## src/rtl/pipe_hazard_ctrl.sv

```systemverilog
// Pipeline hazard controller: resolves per-stage stall/flush requests into hold/bubble
// controls, defers flushes blocked by older stalls, and tracks stall/flush statistics.
module pipe_hazard_ctrl #(
  parameter int          NSTAGE  = 6,
  parameter int          CNT_W   = 32,
  parameter int unsigned TIMEOUT = 16
) (
  input  logic              clk,
  input  logic              rst,
  input  logic              rdy,
  input  logic [NSTAGE-1:0] stall_req,
  input  logic [NSTAGE-1:0] flush_req,
  output logic [NSTAGE-1:0] stall_sign,
  output logic [NSTAGE-1:0] flush_sign,
  output logic              flush_pend_o,
  output logic [CNT_W-1:0]  stall_cnt_o,
  output logic [CNT_W-1:0]  flush_cnt_o,
  output logic              hang_o
);

  localparam int               IDX_W   = (NSTAGE > 1) ? $clog2(NSTAGE) : 1;
  localparam logic [CNT_W-1:0] CNT_MAX = '1;
  localparam logic [CNT_W-1:0] TO_CNT  = CNT_W'(TIMEOUT);

  logic [IDX_W-1:0] pend_idx;
  logic [CNT_W-1:0] consec;
  logic [CNT_W-1:0] consec_inc;
  int               s_top;
  int               f_top;
  logic             issue;
  logic             defer;
  logic             stall_active;

  // s_top / f_top of -1 mean no request; keeps the mask compares uniform
  always_comb begin
    s_top = -1;
    f_top = -1;
    for (int i = 0; i < NSTAGE; i++) begin
      if (stall_req[i]) s_top = i;
      if (i > 0 && flush_req[i]) f_top = i;
    end
    if (flush_pend_o && int'(pend_idx) > f_top) f_top = int'(pend_idx);

    stall_sign = '0;
    flush_sign = '0;
    issue      = 1'b0;
    defer      = 1'b0;
    if (!rst) begin
      if (!rdy) begin
        stall_sign = '1;
        defer      = (f_top >= 0);
      end else if (f_top >= 0 && s_top < f_top) begin
        issue = 1'b1;
        for (int i = 0; i < NSTAGE; i++) flush_sign[i] = (i < f_top);
      end else begin
        for (int i = 0; i < NSTAGE; i++) stall_sign[i] = (i <= s_top);
        defer = (f_top >= 0);
      end
    end
  end

  assign stall_active = |stall_sign;
  assign consec_inc   = (consec == CNT_MAX) ? consec : consec + 1'b1;

  always_ff @(posedge clk) begin
    if (rst) begin
      flush_pend_o <= 1'b0;
      pend_idx     <= '0;
      stall_cnt_o  <= '0;
      flush_cnt_o  <= '0;
      consec       <= '0;
      hang_o       <= 1'b0;
    end else begin
      // f_top already folds in the old pending index, so a capture keeps the max
      if (defer) begin
        flush_pend_o <= 1'b1;
        pend_idx     <= IDX_W'(f_top);
      end else if (issue) begin
        flush_pend_o <= 1'b0;
        pend_idx     <= '0;
      end

      if (issue && flush_cnt_o != CNT_MAX) flush_cnt_o <= flush_cnt_o + 1'b1;

      if (rdy) begin
        if (stall_active) begin
          if (stall_cnt_o != CNT_MAX) stall_cnt_o <= stall_cnt_o + 1'b1;
          consec <= consec_inc;
          if (consec_inc >= TO_CNT) hang_o <= 1'b1;
        end else begin
          consec <= '0;
        end
      end
    end
  end

endmodule

```

## config.mk

```make
export PLATFORM = sky130hd
export DESIGN_NAME = pipe_hazard_ctrl
export DESIGN_NICKNAME = d
export VERILOG_FILES = /design/src/rtl/pipe_hazard_ctrl.sv
export SDC_FILE = /design/constraint.sdc
export NUM_CORES = 1
export LEC_CHECK = 0
export CAP_MARGIN = 20
export CELL_PAD_IN_SITES_DETAIL_PLACEMENT = 1
export CELL_PAD_IN_SITES_GLOBAL_PLACEMENT = 1
export CORE_MARGIN = 8
export CORE_UTILIZATION = 40
export CTS_CLUSTER_SIZE = 16
export DETAILED_ROUTE_END_ITERATION = 8
export PLACE_DENSITY = 0.82
export SLEW_MARGIN = 20
export SYNTH_ARGS = -nofsm -noshare
export SYNTH_HDL_FRONTEND = slang
export SYNTH_SLANG_ARGS = --single-unit
```

## constraint.sdc

```tcl
create_clock -name clk -period 7.1 [get_ports clk]
set_input_delay 1.42 -clock clk [delete_from_list [all_inputs] [get_ports clk]]
set_output_delay 1.42 -clock clk [all_outputs]
set_load 0.1 [all_outputs]
```

==> impl_metrics.tcl <==
set metrics [dict create \
    run_status "finished clean" \
    dpl_cell_area_um2 7320 \
    worst_setup_path_start_kind "primary input" \
    synth.net_count 816 \
    post-route-util_pct 50.5 \
    critPathArrivalTime_ps 5330 \
    worstPathCellList "clkdlybuf4s50_1 > nor2_1 > a21boi_2 > inv_1 > ha_1 > a211oi_2 > o21ai_2 > nand2_2 > nor2_1 > a21oi_4 > inv_1 > ha_1 > nor3b_2 > o211a_1 > nand2_1 > o31ai_4 > nand2_1 > a21oi_2 > nor2b_4 > buf_12" \
    worstSetupPathType "in -> out" \
    maxCapViolCount 0 \
    min_delay_path_depth 1 \
    globalRoute.totalOverflow 0 \
    placed_cells_incl_taps 1028 \
    timing.reg2reg.worst_path_depth 17 \
    class_of_the_tightest_hold_or_removal_check "reg -> reg" \
    mean_instance_size_in_the_synthesized_netlist_um2 7.85 \
    ctsHoldBuffers 0 \
    start_util_pct 40.9 \
    power.density_nw_per_um2 175 \
    clock_tree_from_tritoncts "done" \
    clockRootBuffer "sky130_fd_sc_hd__clkbuf_16" \
    crit_path_max_fanout 5 \
    finalNonFillerCells 1044 \
    antennaDiodeCount 0 \
    synthArstFlopShare_pct 0 \
    path_depth 20 \
    synth_area_leaders "sky130_fd_sc_hd__dfxtp_1, sky130_fd_sc_hd__nor2_1, sky130_fd_sc_hd__xnor2_1, sky130_fd_sc_hd__nand4_1, sky130_fd_sc_hd__nand3_1" \
    routed_wire_length_per_instance_um 20.3 \
    die_h_um 141 \
    detail_route.vias_per_cell 6.02 \
    setup_viol 0 \
    gpl.final_weighted_congestion 0.878 \
    critical_path.slowest_cell "sky130_fd_sc_hd__clkdlybuf4s50_1" \
    synth-compound-area-share_pct 12.7 \
    post-layout-total-power_mw 1.34 \
    cts_num_sinks 101 \
    port-buffer-count 91 \
    first_iter_violations 446 \
    post_synthesis_sequential_element_count 101 \
    flow.area_growth_from_synthesis_pct 23.5 \
    first_global_vias 6620 \
    critPathTopFamily "compound AO/OA/AOI/OAI gates" \
    design.core.area_um2 15200 \
    layout_min_cycle_time_ps 6750 \
    max-slew-margin-rel_pct 32.3 \
    antenna_found_initial 0 \
    drc 0 \
    worst_pin_slew_ps 1010 \
    die_area_um2 19800 \
    clockBufferDepth 2 \
    post_synthesis_mux_area_share_pct 2.96 \
    grt_setup_unrepaired "false" \
    synth_enable_flop_cells 0 \
    dp_worst_setup_slack_ps -52.9 \
    dpl.hpwl_um 15200 \
    clkSlewWorstSetupHoldPaths_ps 70 \
    slew_limit_fails 0 \
    synth_xor_area_share_pct 8.45 \
    ys_dominant_reg_cell "sky130_fd_sc_hd__dfxtp_1" \
    drive_above_1_share_pct 9.81 \
    route.vias.total 6283 \
    netlist_top_cells_count "sky130_fd_sc_hd__dfxtp_1, sky130_fd_sc_hd__nor2_1, sky130_fd_sc_hd__nand2_1" \
    final_net_count 876 \
    clock_tree.htree_level_count 3 \
    delay_contributed_by_the_slowest_stage_of_the_critical_path_ps 460 \
    grt_start_max_net_pins 62 \
    fin_worst_skew_ps 9.65 \
    die_x_um 141 \
    syn_area_um2 6220 \
    postLayoutSetupSlackWorst_ps 345 \
    yosys.area.top_type "sky130_fd_sc_hd__dfxtp_1" \
    yosysWarnings 0 \
    worstSetupEndpointType "output pin" \
    maxClockFrequency_mhz 148 \
    r2r_slack_ps 2980 \
    netlist.area_leader.share_pct 32.5 \
    synth_top_family_by_area "simple AND/OR/NAND/NOR gates" \
    synth_fa_ha_area_share_pct 1.81 \
    row_count 45 \
    yosysSeqAreaShare_pct 32.5 \
    detail_route.first_pass.iterations 4 \
    hold_violations 0 \
    design_area_um2 7670 \
    vdd_ir_drop_max_uv 130 \
    globalRouteTotalUtil_pct 21.5 \
    critical_path_buf_inv_count 4 \
    worst_skew_pair.late_latency_ps 350 \
    antenna_left 0 \
    finalWirelength_um 21200 \
    grt_pass1_wl_um 34800 \
    number_of_standard_cells_after_synthesis 792 \
    total_leakage_power_nw 2.76 \
    layout_worst_path_cycle_share_pct 95.1 \
    yosys.area_share.simple_pct 36.3 \
    cp_data_required_time_ps 5680 \
    cts_bufs_inserted 9 \
    synth.most_common_cell "sky130_fd_sc_hd__dfxtp_1" \
    ioPinCount 93 \
    yosysUniqueCellTypes 70 \
]
==> where the power goes <==
part           switching (mW)  total [mW]  leakage [nW]  internal, mW
logic                   0.170       0.241          1.79        0.0710
clock network           0.238       0.525         0.151         0.287
registers             0.00587       0.576         0.814         0.570
==> stage by stage <==
step | hold slack, ps | TNS (ps)
5_1_grt | 550 | 0
4_1_cts | 523 | 0
2_1_floorplan | 471 | -652
3_5_place_dp | 498 | -91.5
6_report | 510 | 0
3_3_place_gp | 478 | 0
==> area by class of cell <==
type	instances	area (um2)
sequential	101	2020
timing repair buffer	100	1100
tap	188	235
clock inverter	5	67.6
clock buffer	10	239
fill	1836	7530
inverter	23	86.3
multi-input combinational	617	3930
==> what timing repair did <==
action	CTS	global route
gates resized for setup	2	7
buffers inserted	0	1
pin swaps	0	1
endpoints found under the setup margin	3	12
cloned	0	0
==> registers in the layout, indices dropped and copies added (netlist names) <==
signal	count
pend_idx	3
consec	32
stall_cnt_o	32
flush_cnt_o	32
hang_o	1
flush_pend_o	1
==> worst paths after layout <==
kind,from,end
hold reg to reg,stall_cnt_o[2]$_SDFFE_PP0P_,stall_cnt_o[2]$_SDFFE_PP0P_
setup / recovery,flush_req[4],flush_sign[2]
setup reg to reg,pend_idx[0]$_SDFFE_PP0P_,stall_cnt_o[27]$_SDFFE_PP0P_
hold / removal,stall_cnt_o[2]$_SDFFE_PP0P_,stall_cnt_o[2]$_SDFFE_PP0P_
==> placed cells by master (no fill, tap or decap), types with 16 or more instances in the layout <==
master,instances
sky130_fd_sc_hd__a21oi_1,33
sky130_fd_sc_hd__a31oi_1,16
sky130_fd_sc_hd__and3_1,26
sky130_fd_sc_hd__and4_1,16
sky130_fd_sc_hd__clkdlybuf4s50_1,78
sky130_fd_sc_hd__dfxtp_1,101
sky130_fd_sc_hd__inv_1,22
sky130_fd_sc_hd__nand2_1,49
sky130_fd_sc_hd__nand3_1,46
sky130_fd_sc_hd__nand4_1,39
sky130_fd_sc_hd__nor2_1,89
sky130_fd_sc_hd__nor3_1,33
sky130_fd_sc_hd__nor4_1,17
sky130_fd_sc_hd__o21ai_0,29
sky130_fd_sc_hd__xnor2_1,35
sky130_fd_sc_hd__xor2_1,25
==> kinds of logic (layout without fill, tap and decap cells) <==
logic type	count (synthesis)	after routing
AOI/OAI and AO/OA	124	124
xor gates and xnor gates	60	60
adders and majority gates	9	9
buffers and inverters	74	138
DFF	101	101
muxes	17	17
and+or+nand+nor	407	407
==> routing by layer <==
layer,share of wire [%],vias up,global-route usage (%)
met5,0,-,0
met4,1.5,0,6.79
met3,5.8,20,5.27
met2,51,170,37.7
met1,42,3130,25.2
li1,-,2963,-
Power figures use the tool's default switching activity.
